--- config.mk ---
export PLATFORM = sky130hd
export DESIGN_NAME = rng_stream_sink
export DESIGN_NICKNAME = d
export VERILOG_FILES = /design/src/rtl/rng_stream_sink.sv
export SDC_FILE = /design/constraint.sdc
export NUM_CORES = 1
export LEC_CHECK = 0
export ABC_CLOCK_PERIOD_IN_PS = 6400
export CAP_MARGIN = 20
export CORE_MARGIN = 2
export CORE_UTILIZATION = 30
export CTS_BUF_LIST = sky130_fd_sc_hd__clkbuf_2 sky130_fd_sc_hd__clkbuf_4 sky130_fd_sc_hd__clkbuf_8
export DETAILED_ROUTE_END_ITERATION = 8
export PLACE_DENSITY_LB_ADDON = 0.15
export RECOVER_POWER = 50
export SYNTH_ARGS = -nofsm -noshare
export SYNTH_HDL_FRONTEND = slang
export SYNTH_SLANG_ARGS = --single-unit
--- constraint.sdc ---
create_clock -name CLK -period 6.4 [get_ports CLK]
set_input_delay 1.28 -clock CLK [delete_from_list [all_inputs] [get_ports CLK]]
set_output_delay 1.28 -clock CLK [all_outputs]
set_load 0.1 [all_outputs]
--- src/rtl/rng_stream_sink.sv ---
// rng_stream_sink: AXI-Stream sink for the TRNG word stream. Per armed packet it counts
// bytes, sums words, popcounts ones and checks that TLAST lands on the programmed length.
module rng_stream_sink #(
  parameter int PHASES = 8
) (
  input  logic              CLK,
  input  logic              RST,
  input  logic [31:0]       S_AXIS_TDATA,
  input  logic              S_AXIS_TLAST,
  input  logic              S_AXIS_TVALID,
  output logic              S_AXIS_TREADY,
  input  logic              START,
  input  logic              ABORT,
  input  logic [31:0]       EXP_BYTES,
  input  logic [PHASES-1:0] READY_PATTERN,
  output logic              BUSY,
  output logic              DONE,
  output logic              ERR_EARLY_LAST,
  output logic              ERR_NO_LAST,
  output logic [31:0]       RCVD_BYTES,
  output logic [31:0]       SUM_DATA,
  output logic [31:0]       ONES_COUNT
);

  localparam int PW = (PHASES > 1) ? $clog2(PHASES) : 1;

  typedef enum logic [1:0] {
    S_IDLE,
    S_RECV,
    S_DRAIN,
    S_DONE
  } state_t;

  state_t        state_q, state_d;
  logic [31:0]   exp_q, exp_d;
  logic [31:0]   rcvd_q, rcvd_d;
  logic [31:0]   sum_q, sum_d;
  logic [31:0]   ones_q, ones_d;
  logic [5:0]    pop_q, pop_d;
  logic          pop_vld_q, pop_vld_d;
  logic          early_q, early_d;
  logic          nolast_q, nolast_d;
  logic          done_q, done_d;
  logic          busy_q, busy_d;
  logic          tready_q, tready_d;
  logic [PW-1:0] phase_q, phase_d;

  logic          beat;
  logic          arm;
  logic [31:0]   rcvd_next;
  logic [31:0]   arm_len;

  function automatic logic [5:0] popcount32(input logic [31:0] w);
    logic [5:0] n;
    n = '0;
    for (int i = 0; i < 32; i++) begin
      n = n + {5'd0, w[i]};
    end
    return n;
  endfunction

  always_comb begin
    beat      = (state_q == S_RECV) && S_AXIS_TVALID && tready_q;
    rcvd_next = rcvd_q + 32'd4;
    arm_len   = EXP_BYTES & 32'hFFFF_FFFC;
    arm       = START && !ABORT && ((state_q == S_IDLE) || (state_q == S_DONE));

    state_d   = state_q;
    exp_d     = exp_q;
    rcvd_d    = rcvd_q;
    sum_d     = sum_q;
    ones_d    = ones_q;
    pop_d     = pop_q;
    pop_vld_d = beat;
    early_d   = early_q;
    nolast_d  = nolast_q;
    done_d    = done_q;
    phase_d   = phase_q;

    if (beat) begin
      rcvd_d = rcvd_next;
      sum_d  = sum_q + S_AXIS_TDATA;
      pop_d  = popcount32(S_AXIS_TDATA);
    end

    // Popcount of a beat is folded in one cycle after the beat to keep the adder chain short.
    if (pop_vld_q) begin
      ones_d = ones_q + {26'd0, pop_q};
    end

    case (state_q)
      S_IDLE, S_DONE: begin
        if (arm) begin
          exp_d     = arm_len;
          rcvd_d    = '0;
          sum_d     = '0;
          ones_d    = '0;
          pop_vld_d = 1'b0;
          early_d   = 1'b0;
          nolast_d  = 1'b0;
          phase_d   = '0;
          done_d    = (arm_len == 32'd0);
          state_d   = (arm_len == 32'd0) ? S_DONE : S_RECV;
        end
      end
      S_RECV: begin
        phase_d = (phase_q == PW'(PHASES - 1)) ? '0 : phase_q + 1'b1;
        if (beat) begin
          if (rcvd_next == exp_q) begin
            nolast_d = !S_AXIS_TLAST;
            state_d  = S_DRAIN;
          end else if (S_AXIS_TLAST) begin
            early_d = 1'b1;
            state_d = S_DRAIN;
          end
        end
      end
      S_DRAIN: begin
        state_d = S_DONE;
        done_d  = 1'b1;
      end
      default: state_d = S_IDLE;
    endcase

    if (ABORT) begin
      state_d = S_IDLE;
      done_d  = 1'b0;
    end

    busy_d   = (state_d == S_RECV) || (state_d == S_DRAIN);
    tready_d = (state_d == S_RECV) && READY_PATTERN[phase_d];
  end

  always_ff @(posedge CLK) begin
    if (RST) begin
      state_q   <= S_IDLE;
      exp_q     <= '0;
      rcvd_q    <= '0;
      sum_q     <= '0;
      ones_q    <= '0;
      pop_q     <= '0;
      pop_vld_q <= 1'b0;
      early_q   <= 1'b0;
      nolast_q  <= 1'b0;
      done_q    <= 1'b0;
      busy_q    <= 1'b0;
      tready_q  <= 1'b0;
      phase_q   <= '0;
    end else begin
      state_q   <= state_d;
      exp_q     <= exp_d;
      rcvd_q    <= rcvd_d;
      sum_q     <= sum_d;
      ones_q    <= ones_d;
      pop_q     <= pop_d;
      pop_vld_q <= pop_vld_d;
      early_q   <= early_d;
      nolast_q  <= nolast_d;
      done_q    <= done_d;
      busy_q    <= busy_d;
      tready_q  <= tready_d;
      phase_q   <= phase_d;
    end
  end

  assign S_AXIS_TREADY  = tready_q;
  assign BUSY           = busy_q;
  assign DONE           = done_q;
  assign ERR_EARLY_LAST = early_q;
  assign ERR_NO_LAST    = nolast_q;
  assign RCVD_BYTES     = rcvd_q;
  assign SUM_DATA       = sum_q;
  assign ONES_COUNT     = ones_q;

endmodule

==> results.json, run 1 <==
{
  "boundaryPins": 179,
  "rr_endpoint": "SUM_DATA[24]",
  "grt_pass1_vias": 8225,
  "clock-sinks": 141,
  "ys_seq_elements": 141,
  "cp_max_fo": 2,
  "worst_slew_pin_slew_ns": 1.98,
  "n_antenna_cell": 0,
  "power.internal_uw": 1570,
  "violations": "max-capacitance violations, max-slew violations",
  "leakagePower_uw": 0.00467,
  "synthDistinctLibCells": 78,
  "whs_ns": 0.472,
  "firstDrtPassIters": 5,
  "r2r_cells": 7,
  "worstReg2RegStart": "state_q[0]",
  "synth_warnings": 0,
  "drtIter0Drc": 443,
  "hold_violations": 0,
  "clk_pin_slew_ns": 0.10,
  "seqPwrFrac_pct": 37.6,
  "areaGrowthSynthToFinish_pct": 26.8,
  "max_freq_mhz": 171,
  "fin_tns_setup_ns": 0,
  "max-vdd-ir-drop_uv": 143,
  "whs_path_depth": 2,
  "die_area_sq_mm": 0.0324,
  "cts_root_buffer": "clkbuf_8",
  "p_switching_uw": 814,
  "drive_above_1_share_pct": 4.87,
  "async_flop_share_pct": 0,
  "start_util_pct": 30.4,
  "worstPathCellList": "clkdlybuf4s50_1, fa_1, inv_1, fa_1, fa_1, fa_1, fa_1, fa_1, inv_1, ha_1, fa_1, a21o_1, a21oi_1, xnor2_1, nand2_1, a21oi_1",
  "cts_made_buffers": 17,
  "netSwitchingFraction_pct": 34.1,
  "cpMostUsedCell": "fa_1",
  "maxSlewHeadroom_pct": -31.8,
  "hold_start": "exp_q[8]",
  "p_total_uw": 2390,
  "hp-class": "reg2reg",
  "pwr-share-clk_pct": 32.3,
  "fillerInstances": 3199,
  "htree_levels": 4,
  "critPathArrivalTime_ns": 6.23,
  "rows": 64,
  "wl_per_cell_microns": 15.5,
  "ff_latch_area_sq_mm": 0.00282,
  "worstPathRequired_ns": 6.77,
  "holdPathEnd": "exp_q[8]",
  "slowest_delay_ns": 0.58,
  "grt_pass1_wl_microns": 43700,
  "drc": 0,
  "clock_skew_ns": 0.0186,
  "clock_path_buffers": 2,
  "layout_min_cycle_time_ns": 5.86,
  "reg2reg_slack_ns": 2.08,
  "status": "complete, but fails checks",
  "holdBufCountCts": 0,
  "synth_edf_count": 0,
  "fin_util_pct": 38.6,
  "synth_cells": 1146,
  "antenna_found_initial": 0,
  "core-area_sq_mm": 0.0306,
  "crit_type": "in2reg",
  "io_buffers": 174,
  "postRouteAntennaNets": 0,
  "avgSynthCellArea_sq_um": 8.11,
  "drt-total-wl_microns": 26400,
  "cts_resized": 0,
  "p_per_area_mw_per_mm2": 202,
  "track_usage_pct": 16.5,
  "synth_area_sq_mm": 0.00930,
  "grt_setup_unrepaired": "false",
  "die_w_microns": 180,
  "min_period_over_period_pct": 91.5,
  "nets": 1454,
  "grt_start_max_net_pins": 54,
  "finalWeightedCongestion": 0.812,
  "cp-end-kind": "flip-flop",
  "multi_input_area_sq_mm": 0.00605,
  "finalSetupViolCount": 0,
  "die_h_microns": 180,
  "grt_overflow": 0,
  "avgViaCountPerCell": 4.96,
  "yosysSeqAreaShare_pct": 30.4,
  "ys.flop_type": "dfxtp_1",
  "num_vias": 8483,
  "maxCapViolations": 1,
  "critPathLaunchType": "input port",
  "hpwl_microns": 19700,
  "cts_tree": "yes",
  "drv_slew": 42,
  "slowest_stage": "fa_1",
  "cts_setup_buffers": 0,
  "clock_latency_ns": 0.46,
  "p_comb_share_pct": 30.0
}
state kept, by name, indices dropped and copies added, names as in the netlist, 2 cells and up:
register and count:
phase_q 3, exp_q 30, ONES_COUNT 32, pop_q 6, SUM_DATA 32, state_q 2, RCVD_BYTES 30
layout by cell type, fill, tap and decap left out, drive strengths merged, types with 22 or more instances in the layout:
cell	n
xnor2	52
nand2	165
clkdlybuf4s50	106
nor4	22
xor2	56
dlygate4sd3	67
ha	50
o21ai	34
dfxtp	141
nand3	46
inv	65
nor2	102
a21oi	113
fa	26
cell type report:
| cell class | instances | area share, % |
|---|---|---|
| Inverter | 58 | 1.85 |
| Timing Repair Buffer | 181 | 15.2 |
| Tap cell | 396 | 4.20 |
| Clock buffer | 19 | 2.22 |
| Multi-Input combinational cell | 901 | 51.3 |
| Sequential cell | 141 | 23.9 |
| Clock inverter | 13 | 1.27 |
worst max-delay path by stage:
stage                          from  endpoint  slack, ns  cells after the start
global placement    S_AXIS_TDATA[0]  pop_q[4]       0.09                     16
detailed placement  S_AXIS_TDATA[0]  pop_q[4]       0.06                     16
floorplan           S_AXIS_TDATA[0]  pop_q[4]       0.83                     15
global route        S_AXIS_TDATA[0]  pop_q[4]       0.35                     16
CTS                 S_AXIS_TDATA[0]  pop_q[4]       0.53                     16
finish              S_AXIS_TDATA[0]  pop_q[4]       0.54                     16
worst max-delay path, delay by kind of cell:
family,cells,cell delay [ns]
AO/OA/AOI/OAI,3,0.51
XOR/XNOR,1,0.13
buffers and inverters,3,0.55
AND/OR/NAND/NOR,1,0.07
adder cells (fa/ha/maj),8,3.70
layer usage:
layer / GRT usage (%) / share of wire, % / vias to the layer above
met5: 0 / 0 / -
li1: - / - / 4296
met2: 28.3 / 48 / 181
met3: 2.93 / 4.2 / 25
met4: 4.45 / 1.6 / 0
met1: 21.3 / 46 / 3981
stage by stage:
stage	setup slack [ns]	instance area, sq um	instances
6_report	0.545	11800	1709
5_1_grt	0.345	11800	1709
4_1_cts	0.528	11800	1709
3_5_place_dp	0.0554	11400	1677
3_3_place_gp	0.0918	11400	1677
2_1_floorplan	0.831	9300	1147
cells by family after synthesis:
logic type | Yosys count | synth area share [%]
xor+xnor | 108 | 10.2
mux | 20 | 2.18
compound gates | 244 | 16.4
flops | 141 | 30.4
other cells | 1 | 0.0403
buf+inv | 105 | 4.60
simple gates | 451 | 24.0
fa+ha+maj | 76 | 12.3
power groups by stage:
stage / logic (uW) / clock network, uW / registers [uW]
2_1_floorplan: 534 / 0 / 927
3_3_place_gp: 725 / 0 / 918
3_5_place_dp: 726 / 0 / 919
4_1_cts: 731 / 803 / 898
5_1_grt: 845 / 837 / 900
6_report: 716 / 771 / 898
cells in the mapped netlist (17+ instances only):
master    count  area share (%)
nand2_1     165             6.7
dfxtp_1     141              30
a21oi_1     112             6.0
nor2_1      101             4.1
inv_1        58             2.3
xor2_1       56             5.3
xnor2_1      52             4.9
ha_1         50             6.7
nand3_1      43             2.3
o21ai_0      29             1.6
clkbuf_1     27             1.1
fa_1         26             5.6
a21o_1       19             1.5
nand4_1      19             1.3
and3_1       18             1.2
mux2i_1      18             1.9
nor4_1       17             1.1
(Power assumes the default switching activity.)
==> run 2, diff against run 1 <==
CELL_PAD_IN_SITES_DETAIL_PLACEMENT = 1   (was not set)
CELL_PAD_IN_SITES_GLOBAL_PLACEMENT = 2   (was not set)
SETUP_SLACK_MARGIN = 0.02   (was not set)
SKIP_LAST_GASP = 1   (was not set)
==> run 2 against run 1 <==
The flow still finishes with violations (max-capacitance violations, max-slew violations). Clock power decreased by 3.2%. Sequential share of layout area is essentially flat. Clock-buffer cell count shrank 1. Largest cell class unchanged. Largest power group unchanged.
==> results.json, run 2 (synthesis results as in run 1) <==
{
  "clock-sinks": 141,
  "start_util_pct": 30.4,
  "critPathArrivalTime_ns": 6.20,
  "drc": 0,
  "finalWeightedCongestion": 0.779,
  "maxCapViolations": 1,
  "reg2reg_slack_ns": 2.46,
  "hold_start": "exp_q[19]",
  "p_total_uw": 2370,
  "min_period_over_period_pct": 91.0,
  "drv_slew": 38,
  "seqPwrFrac_pct": 37.9,
  "avgViaCountPerCell": 4.98,
  "holdPathEnd": "exp_q[19]",
  "grt_start_max_net_pins": 55,
  "maxSlewHeadroom_pct": -15.5,
  "areaGrowthSynthToFinish_pct": 26.6,
  "hold_violations": 0,
  "track_usage_pct": 17.4,
  "max_freq_mhz": 172,
  "num_vias": 8516,
  "cts_setup_buffers": 0,
  "rr_endpoint": "SUM_DATA[24]",
  "grt_pass1_wl_microns": 46300,
  "critPathLaunchType": "input port",
  "antenna_found_initial": 0,
  "htree_levels": 4,
  "n_antenna_cell": 0,
  "grt_pass1_vias": 8892,
  "max-vdd-ir-drop_uv": 132,
  "crit_type": "in2reg",
  "die_w_microns": 180,
  "wl_per_cell_microns": 16.5,
  "hpwl_microns": 21400,
  "grt_overflow": 0,
  "fin_tns_setup_ns": 0,
  "critPathTopFamily": "adder cells",
  "clock_skew_ns": 0.0227,
  "netSwitchingFraction_pct": 33.4,
  "power.internal_uw": 1580,
  "final_common_cell": "nand2_1",
  "clock_latency_ns": 0.46,
  "p_comb_share_pct": 30.7,
  "drtIter0Drc": 290,
  "drt-total-wl_microns": 28200,
  "whs_path_depth": 2,
  "violations": "max-capacitance violations, max-slew violations",
  "cts_root_buffer": "clkbuf_8",
  "postRouteAntennaNets": 0,
  "leakagePower_uw": 0.00462,
  "finalSetupViolCount": 0,
  "worstReg2RegStart": "state_q[0]",
  "worstPathRequired_ns": 6.78,
  "rows": 64,
  "pwr-share-clk_pct": 31.5,
  "worst_slew_pin_slew_ns": 1.73,
  "cp-end-kind": "flip-flop",
  "status": "complete, but fails checks",
  "nets": 1455,
  "drive_above_1_share_pct": 5.03,
  "p_per_area_mw_per_mm2": 201,
  "final_cell_mix": "nand2_1, dfxtp_1, clkdlybuf4s50_1",
  "cp.buffers_inverters": 3,
  "clk_pin_slew_ns": 0.10,
  "cpMostUsedCell": "fa_1",
  "cts_resized": 0,
  "p_switching_uw": 793,
  "worstPathCellList": "clkdlybuf4s50_1, fa_1, inv_1, fa_1, fa_1, fa_1, fa_1, fa_1, inv_1, ha_1, fa_1, a21o_1, a21oi_1, xnor2_1, nand2_1, a21oi_1",
  "cts_made_buffers": 17,
  "slowest_delay_ns": 0.59,
  "firstDrtPassIters": 4,
  "core-area_sq_mm": 0.0306,
  "io_buffers": 174,
  "slowest_stage": "fa_1",
  "cp_max_fo": 2,
  "die_area_sq_mm": 0.0324,
  "cts_tree": "yes",
  "grt_setup_unrepaired": "false",
  "clock_path_buffers": 2,
  "die_h_microns": 180,
  "boundaryPins": 179,
  "r2r_cells": 7,
  "hp-class": "reg2reg",
  "holdBufCountCts": 0,
  "layout_min_cycle_time_ns": 5.82
}
run 2: power groups by stage:
stage	clock network (uW)	registers (uW)	logic, uW
2_1_floorplan	0	927	534
3_3_place_gp	0	919	742
3_5_place_dp	0	919	741
4_1_cts	780	899	747
5_1_grt	815	900	853
6_report	746	898	727
run 2: worst reg2reg max path, stage by stage, from the launching register on:
cell and delay (ns):
dfxtp_1 0.39, inv_1 0.06, ha_1 0.44, nand2_1 0.14
clkbuf_1 1.25, nand2b_4 0.76, a2111oi_0 0.65, a32o_1 0.20
run 2: area by class of cell:
type	count	area (sq um)
Multi-Input combinational cell	901	6060
Inverter	58	218
Fill cell	3675	18800
Timing Repair Buffer	182	1790
Sequential cell	141	2820
Clock inverter	13	141
Clock buffer	18	241
Tap cell	396	495
run 2: metal layers:
metal / track usage (%) / vias to the layer above / part of all wire [%]
li1: - / 4282 / -
met1: 23.1 / 4101 / 49
met2: 30.2 / 120 / 47
met3: 2.61 / 13 / 2.8
met4: 3.29 / 0 / 0.75
met5: 0 / - / 0
run 2: how the worst max path moves through the flow:
stage | to | from | depth (start not counted) | slack (ns)
after floorplan | pop_q[4] | S_AXIS_TDATA[0] | 15 | 0.83
after global placement | pop_q[4] | S_AXIS_TDATA[0] | 16 | 0.12
after detailed placement | pop_q[4] | S_AXIS_TDATA[0] | 16 | 0.09
after CTS | pop_q[4] | S_AXIS_TDATA[5] | 16 | 0.56
after global routing | pop_q[4] | S_AXIS_TDATA[0] | 16 | 0.32
final | pop_q[4] | S_AXIS_TDATA[5] | 16 | 0.58
run 2: stage by stage:
step | setup slack (ns) | instances | area (sq um) | utilization (%) | hold slack, ns
floorplan | 0.831 | 1147 | 9300 | - | 0.436
global placement | 0.119 | 1678 | 11400 | 37.3 | 0.458
detailed placement | 0.0883 | 1678 | 11400 | 37.3 | 0.461
CTS | 0.560 | 1709 | 11800 | 38.5 | 0.474
global route | 0.321 | 1709 | 11800 | 38.5 | 0.499
finish | 0.577 | 1709 | 11800 | 38.5 | 0.469
==> run 3, diff against run 2 <==
REMOVE_ABC_BUFFERS = 1   (was not set)
==> run 3 against run 2 <==
The run still ends with max-capacitance violations, max-slew violations left. Sequential share of layout area is essentially flat. Clock power shrank 2%. Worst setup slack gained 0.042 ns. Via count up 0.38%. Hold slack gained 0.0023 ns. Combinational power decreased by 0.7%. Largest power group unchanged. Sequential cell count stayed put. Clock-buffer cell count unchanged. Fmax grew 0.72%.
==> results.json, run 3 (synthesis results as in run 1) <==
{
  "status": "complete, but fails checks",
  "violations": "max-capacitance violations, max-slew violations",
  "cts_made_buffers": 17,
  "fin_util_pct": 38.4,
  "grt_setup_unrepaired": "false",
  "clock_latency_ns": 0.48,
  "postRouteAntennaNets": 0,
  "grt_overflow": 0,
  "maxCapViolations": 2,
  "max-vdd-ir-drop_uv": 164,
  "hold_violations": 0,
  "drc": 0,
  "wl_per_cell_microns": 17.1,
  "fin_tns_setup_ns": 0,
  "die_w_microns": 180,
  "cp.buffers_inverters": 3,
  "firstDrtPassIters": 5,
  "worstPathRequired_ns": 6.81,
  "final_common_cell": "nand2_1",
  "cp_max_fo": 2,
  "min_period_over_period_pct": 90.3,
  "max_freq_mhz": 173,
  "worst_slew_pin_slew_ns": 1.98,
  "boundaryPins": 179,
  "finalWeightedCongestion": 0.792,
  "grt_start_max_net_pins": 54,
  "hp-class": "reg2reg",
  "cts_resized": 0,
  "drv_slew": 80,
  "fillerInstances": 3681,
  "nets": 1454,
  "critPathArrivalTime_ns": 6.19,
  "final_cell_mix": "nand2_1, dfxtp_1, a21oi_1",
  "start_util_pct": 30.4,
  "die_area_sq_mm": 0.0324,
  "clock_skew_ns": 0.0166,
  "rows": 64,
  "areaGrowthSynthToFinish_pct": 26.5,
  "cts_tree": "yes",
  "p_per_area_mw_per_mm2": 200,
  "avgViaCountPerCell": 5.00,
  "slowest_stage": "fa_1",
  "slowest_delay_ns": 0.56,
  "hpwl_microns": 22600,
  "clk_pin_slew_ns": 0.09,
  "core-area_sq_mm": 0.0306,
  "num_vias": 8548,
  "die_h_microns": 180,
  "cpMostUsedCell": "fa_1",
  "io_buffers": 174,
  "cp-end-kind": "flip-flop",
  "drtIter0Drc": 283,
  "layout_min_cycle_time_ns": 5.78,
  "finalSetupViolCount": 0,
  "cts_root_buffer": "clkbuf_8",
  "maxSlewHeadroom_pct": -31.8,
  "grt_pass1_wl_microns": 48000,
  "grt_pass1_vias": 8856,
  "clock-sinks": 141,
  "stdcell_area_sq_mm": 0.0118,
  "crit_type": "in2reg",
  "drive_above_1_share_pct": 4.88,
  "critPathLaunchType": "input port",
  "holdBufCountCts": 0,
  "antenna_found_initial": 5,
  "critPathTopFamily": "adder cells",
  "worstPathCellList": "clkdlybuf4s50_1, inv_1, fa_1, fa_1, fa_1, fa_1, fa_1, fa_1, inv_1, ha_1, fa_1, a21o_1, a21oi_1, xnor2_1, nand2_1, a21oi_1",
  "cts_setup_buffers": 0,
  "place_area_sq_mm": 0.0114,
  "clock_path_buffers": 2,
  "leakagePower_uw": 0.00465,
  "drt-total-wl_microns": 29300,
  "htree_levels": 4,
  "track_usage_pct": 18.4
}
run 3: worst paths after layout:
path / startpoint / end / slack, ns / depth (start not counted)
hold / removal: pop_q[3] / pop_q[3] / 0.47 / 2
setup / recovery: S_AXIS_TDATA[23] / pop_q[4] / 0.62 / 16
setup reg to reg: state_q[0] / RCVD_BYTES[19] / 1.51 / 7
hold reg to reg: pop_q[3] / pop_q[3] / 0.47 / 2
run 3: layout make-up:
class	count	area (sq um)	area share, %
multi-input combinational	901	6060	51.5
sequential	141	2820	24.0
timing repair buffer	181	1780	15.2
tap	396	495	4.21
clock buffer	18	248	2.11
inverter	58	218	1.85
clock inverter	13	130	1.11
antenna	2	5.00	0.0426
run 3: per-layer routing:
metal | track usage (%) | vias to the layer above | share of wire (%)
met5 | 0 | - | 0.096
met4 | 4.65 | 4 | 1.2
met3 | 3.92 | 22 | 4.0
met1 | 24.7 | 4090 | 49
met2 | 30.1 | 138 | 46
li1 | - | 4294 | -
run 3: report_power, final:
group | leakage [uW] | switching [uW] | internal [uW] | total [uW]
combinational | 0.00333 | 386 | 336 | 722
sequential | 0.00114 | 10.3 | 888 | 898
clock | 0.000180 | 405 | 323 | 728
run 3: worst register-to-register path, stage by stage (launching register included):
cell and delay (ns):
dfxtp_1 0.40, inv_1 0.07, ha_1 0.44, nand2_1 0.16
clkbuf_1 1.22, nand2b_1 1.53, buf_4 0.74, a21oi_1 0.27
run 3: per-stage QoR:
step                hold slack (ns)  power [uW]  worst slack [ns]  cells
detailed placement            0.458        1670            0.0898   1677
global route                  0.495        2540             0.240   1708
finish                        0.472        2350             0.619   1710
CTS                           0.478        2410             0.632   1708
global placement              0.457        1650             0.141   1677
floorplan                     0.430        1450             0.796   1100
==> variant 1, RTL diff (config.mk and constraints of run 2) <==
Re-encode `state_t` (4 states) as one-hot, 4 bits wide.
--- a/src/rtl/rng_stream_sink.sv
+++ b/src/rtl/rng_stream_sink.sv
@@ -24,11 +24,11 @@
 
   localparam int PW = (PHASES > 1) ? $clog2(PHASES) : 1;
 
-  typedef enum logic [1:0] {
-    S_IDLE,
-    S_RECV,
-    S_DRAIN,
-    S_DONE
+  typedef enum logic [3:0] {
+    S_IDLE  = 4'b0001,
+    S_RECV  = 4'b0010,
+    S_DRAIN = 4'b0100,
+    S_DONE  = 4'b1000
   } state_t;
 
   state_t        state_q, state_d;
Check against the original RTL: no difference found for any inputs over 4 cycles, from zero or initial values and one cycle with RST high; so few cycles prove little.
==> variant 1 against run 2 <==
  * The flow still finishes with violations (capacitance limit, slew limit)
  * Global-route usage is 0.91 points higher
  * Area after synthesis is 1.2% lower
  * Setup slack better by 0.053 ns
  * Total power is 1.1% lower
  * Register-to-register slack better by 0.05 ns
  * Sequential cell count is 2 higher
  * Critical path depth is 1 lower
  * Design area is 1.2% lower
  * Wire length is 1.5% higher
  * Sequential power is 1% higher
  * Critical path type unchanged
  * Largest cell class unchanged
==> variant 1: results (changes against run 2) <==
- Status: finished with violations (unchanged).
- Failing checks: capacitance limit, slew limit (unchanged).
- The cell depth of the worst hold path came to 1 (was 2).
- The worst supply voltage drop on vdd is 0.000127 V (was 0.000132 V).
- The final-report max-slew violation count is 45 (was 38).
- The number of max-capacitance violations reported is 1 (unchanged).
- The measured slew at the worst slew-check pin is 2.11 ns (was 1.73 ns).
- The worst min-delay path startpoint was ERR_EARLY_LAST (was exp_q[19]).
- Synth area leaders: sky130_fd_sc_hd__dfxtp_1 31%, sky130_fd_sc_hd__xnor2_1 7.0%, sky130_fd_sc_hd__nand2_1 6.5%, sky130_fd_sc_hd__ha_1 6.4%, sky130_fd_sc_hd__fa_1 5.7% (was sky130_fd_sc_hd__dfxtp_1 30%, sky130_fd_sc_hd__ha_1 6.7%, sky130_fd_sc_hd__nand2_1 6.7%, sky130_fd_sc_hd__a21oi_1 6.0%, sky130_fd_sc_hd__fa_1 5.6%).
- The fraction of layout cells with a size suffix above 1 is 4.11% (was 5.03%).
- The maximum number of pins on one net before global-route repair was 65 (was 55).
- The worst-skew pair later-pin latency came to 0.49 ns (was 0.46 ns).
- The wire length of the first global-routing pass is 45.5 mm (was 46.3 mm).
- The total vias in the final route is 8405 (was 8516).
- The overall routing resource usage is 18.3% (was 17.4%).
- The clock transition at the register clock pins on the worst setup and hold paths after CTS is 0.10 ns (about the same).
- The hold path endpoint is ERR_EARLY_LAST (was exp_q[19]).
- Commonest cells post-synth: 159 x sky130_fd_sc_hd__nand2_1, 143 x sky130_fd_sc_hd__dfxtp_1, 103 x sky130_fd_sc_hd__a21oi_1 (was 165 x sky130_fd_sc_hd__nand2_1, 141 x sky130_fd_sc_hd__dfxtp_1, 112 x sky130_fd_sc_hd__a21oi_1).
- The final worst hold slack was 0.469 ns (about the same).
- The sum of net half-perimeters after detailed placement is 21.8 mm (was 21.4 mm).
- The sequential-to-total area share from yosys stat is 31.2% (was 30.4%).
- The total number of nets in the final design was 1429 (was 1455).
- The worst reg2reg path endpoint is ONES_COUNT[20] (was SUM_DATA[24]).
- The detailed-route wire length is 28.6 mm (was 28.2 mm).
- The clock skew was 0.0135 ns (was 0.0227 ns).
- The biggest fanout along the worst timing path was 3 (was 2).
- The path category of the worst min-delay check is reg -> reg (unchanged).
- The detailed router's first-iteration violation count is 257 (was 290).
- The cell leakage power was 4.51 nW (was 4.62 nW).
==> variant 1: worst register-to-register path: cells and delay by family, from the launching register on <==
kind	cells	cell delay, ns
flip-flops	1	0.53
buffers and inverters	2	1.46
XOR/XNOR	1	0.19
AND/OR/NAND/NOR	4	1.56
==> variant 1: cell type report <==
class,count,area (µm²)
clock buffer,17,234
tap,396,495
fill,3640,18700
inverter,51,191
clock inverter,15,150
multi-input combinational,883,5910
sequential,143,2860
timing repair buffer,182,1790
==> variant 1: cells by family after synthesis <==
family	synth area share (%)
adders and majority gates	12.1
muxes	1.77
DFF	31.2
xor gates and xnor gates	12.0
other	0.0408
buffers and inverters	4.62
AOI/OAI and AO/OA	14.9
and+or+nand+nor	23.5
==> variant 1: routing by layer <==
layer  wire length [µm]  share of wire [%]  GRT usage [%]
met3               1030                3.6           3.31
met1              13600                 47           24.1
met4                341                1.2           4.98
met5                  0                  0              0
met2              13700                 48           30.8
==> variant 1: through the flow <==
| stage | utilization [%] | setup WS (ns) | area (µm²) | total power [mW] | cells |
|---|---|---|---|---|---|
| finish | 38.3 | 0.630 | 11600 | 2.35 | 1687 |
| global route | 38.3 | 0.341 | 11600 | 2.55 | 1687 |
| CTS | 38.4 | 0.664 | 11700 | 2.41 | 1687 |
| detailed placement | 37.2 | 0.124 | 11300 | 1.66 | 1655 |
| global placement | 37.2 | 0.183 | 11300 | 1.65 | 1655 |
| floorplan | - | 0.903 | 9190 | 1.47 | 1133 |
==> variant 1: worst max-delay path by stage <==
stage | start | end
2_1_floorplan | S_AXIS_TDATA[17] | pop_q[4]
3_3_place_gp | S_AXIS_TDATA[17] | pop_q[4]
3_5_place_dp | S_AXIS_TDATA[1] | pop_q[5]
4_1_cts | S_AXIS_TDATA[1] | pop_q[4]
5_1_grt | S_AXIS_TDATA[1] | pop_q[5]
6_report | S_AXIS_TDATA[1] | pop_q[5]
==> variant 1: power by group through the flow <==
stage,sequential (mW),combinational [mW],clock [mW]
6_report,0.909,0.705,0.732
5_1_grt,0.911,0.833,0.804
4_1_cts,0.910,0.731,0.771
3_5_place_dp,0.930,0.726,0
3_3_place_gp,0.930,0.721,0
2_1_floorplan,0.932,0.536,0
==> variant 2, RTL diff (config.mk and constraints of run 2) <==
Without the edit above. The parameter `PHASES` goes from 8 to 16.
--- a/src/rtl/rng_stream_sink.sv
+++ b/src/rtl/rng_stream_sink.sv
@@ -1,7 +1,7 @@
 // rng_stream_sink: AXI-Stream sink for the TRNG word stream. Per armed packet it counts
 // bytes, sums words, popcounts ones and checks that TLAST lands on the programmed length.
 module rng_stream_sink #(
-  parameter int PHASES = 8
+  parameter int PHASES = 16
 ) (
   input  logic              CLK,
   input  logic              RST,
Ports: changed (resized READY_PATTERN); port bits go from 179 to 187. No check against the original RTL was run, so the function may have changed too.
==> variant 2 against run 2 <==
  * The flow still finishes with violations (capacitance limit, slew limit)
  * Total power shrank 0.56%
  * Highest routed layer is now met5
  * Clock skew shrank 0.0043 ns
  * Sequential cell count increased by 1
  * Area after synthesis fell by 2.8%
  * Wire length fell by 1.5%
  * Design area down 1.6%
  * Setup slack improved by 0.088 ns
  * Via count is 2.4% lower
==> variant 2: results (changes against run 2) <==
- Status: finished with violations (unchanged).
- Failing checks: capacitance limit, slew limit (unchanged).
- The number of antenna violations at the first check in global routing was 3 (was 0).
- The fraction of layout cells with a size suffix above 1 is 4.67% (was 5.03%).
- The number of max-capacitance violations reported is 3 (was 1).
- The overall routing resource usage is 17.9% (was 17.4%).
- The final RePlAce weighted congestion is 0.853 (was 0.779).
- The relative slew slack was -20.0% (was -15.5%).
- The final-report max-slew violation count is 137 (was 38).
- The post-synthesis area per instance is 8.14 µm² (was 8.11 µm²).
- The clock skew is 0.0184 ns (was 0.0227 ns).
- Synth area leaders: sky130_fd_sc_hd__dfxtp_1 31%, sky130_fd_sc_hd__nand2_1 6.9%, sky130_fd_sc_hd__ha_1 6.8%, sky130_fd_sc_hd__a21oi_1 6.4%, sky130_fd_sc_hd__xnor2_1 6.2% (was sky130_fd_sc_hd__dfxtp_1 30%, sky130_fd_sc_hd__ha_1 6.7%, sky130_fd_sc_hd__nand2_1 6.7%, sky130_fd_sc_hd__a21oi_1 6.0%, sky130_fd_sc_hd__fa_1 5.6%).
- Commonest cells post-synth: 167 x sky130_fd_sc_hd__nand2_1, 142 x sky130_fd_sc_hd__dfxtp_1, 116 x sky130_fd_sc_hd__a21oi_1 (was 165 x sky130_fd_sc_hd__nand2_1, 141 x sky130_fd_sc_hd__dfxtp_1, 112 x sky130_fd_sc_hd__a21oi_1).
- The number of buffers inserted by port buffering is 182 (was 174).
- The worst reg2reg path endpoint is ONES_COUNT[2] (was SUM_DATA[24]).
- The sum of net half-perimeters after detailed placement came to 21.0 mm (was 21.4 mm).
- The fraction of post-synthesis cell area in the top cell type by area is 31.4% (was 30.4%).
- The detailed-route wire length came to 27.7 mm (was 28.2 mm).
- The count of cell types in the netlist is 69 (was 78).
- The cell leakage power is 4.48 nW (was 4.62 nW).
- The detailed router's first-iteration violation count came to 292 (was 290).
- The maximum number of pins on one net before global-route repair was 67 (was 55).
- The post-detailed-route via-to-cell ratio is 4.96 (was 4.98).
- The worst supply voltage drop on vdd is 0.000151 V (was 0.000132 V).
- The number of standard cells in the final layout excluding fillers came to 1675 (was 1709).
- The worst min-delay path startpoint is pop_q[2] (was exp_q[19]).
- The total number of nets in the final design is 1432 (was 1455).
- The final worst hold slack is 0.472 ns (was 0.469 ns).
- The critical path data arrival time is 6.12 ns (was 6.20 ns).
## variant 2: worst max path at each step
stage,to,startpoint
global route,pop_q[4],S_AXIS_TDATA[1]
floorplan,pop_q[5],S_AXIS_TDATA[0]
global placement,pop_q[4],S_AXIS_TDATA[1]
CTS,pop_q[4],S_AXIS_TDATA[1]
finish,pop_q[4],S_AXIS_TDATA[1]
detailed placement,pop_q[4],S_AXIS_TDATA[1]
## variant 2: layout make-up
type,count,area [µm²]
Antenna cell,1,2.50
Clock buffer,17,234
Clock inverter,15,150
Fill cell,3565,18100
Inverter,55,206
Multi-Input combinational cell,867,5810
Sequential cell,142,2840
Tap cell,390,488
Timing Repair Buffer,188,1850
## variant 2: cells by family (layout without fill, tap and decap cells)
kind of cell | after synthesis | after routing | share of synthesized area (%)
mux | 17 | 17 | 2.45
compound gates | 228 | 228 | 15.2
flops | 142 | 142 | 31.4
fa+ha+maj | 75 | 75 | 12.5
simple gates | 431 | 431 | 22.9
buf+inv | 102 | 275 | 4.43
other cells | 1 | 3 | 0.0415
xor+xnor | 114 | 114 | 11.0
## variant 2: per-stage QoR
step / cell area, µm² / setup WS [ns]
6_report: 11600 / 0.665
5_1_grt: 11600 / 0.410
4_1_cts: 11600 / 0.641
3_5_place_dp: 11200 / 0.123
3_3_place_gp: 11200 / 0.170
2_1_floorplan: 9040 / 0.943
## variant 2: critical path, stage by stage
cell and delay [ns]:
sky130_fd_sc_hd__clkdlybuf4s50_1 0.49, sky130_fd_sc_hd__fa_1 0.56, sky130_fd_sc_hd__inv_1 0.06, sky130_fd_sc_hd__fa_1 0.54, sky130_fd_sc_hd__fa_1 0.44, sky130_fd_sc_hd__fa_1 0.50, sky130_fd_sc_hd__fa_1 0.53, sky130_fd_sc_hd__fa_1 0.41
sky130_fd_sc_hd__inv_1 0.07, sky130_fd_sc_hd__ha_1 0.16, sky130_fd_sc_hd__inv_1 0.06, sky130_fd_sc_hd__fa_1 0.39, sky130_fd_sc_hd__inv_1 0.07, sky130_fd_sc_hd__a21o_1 0.11, sky130_fd_sc_hd__a21oi_1 0.07, sky130_fd_sc_hd__xnor2_1 0.13
sky130_fd_sc_hd__nand2_1 0.07, sky130_fd_sc_hd__a21oi_1 0.17
## variant 2: layer usage
layer  up-vias  GRT usage [%]  part of all wire, %
li1       4168              -                    -
met1      4002           22.4                   46
met2       117           31.3                   50
met3        20           4.05                  3.5
met4         4           3.79                  1.0
met5         -              0                0.094
## variant 2: where the power goes
group / internal, mW / switching (mW) / total [mW]
clock: 0.320 / 0.410 / 0.730
sequential: 0.894 / 0.00835 / 0.903
combinational: 0.348 / 0.378 / 0.727
total: 1.56 / 0.797 / 2.36
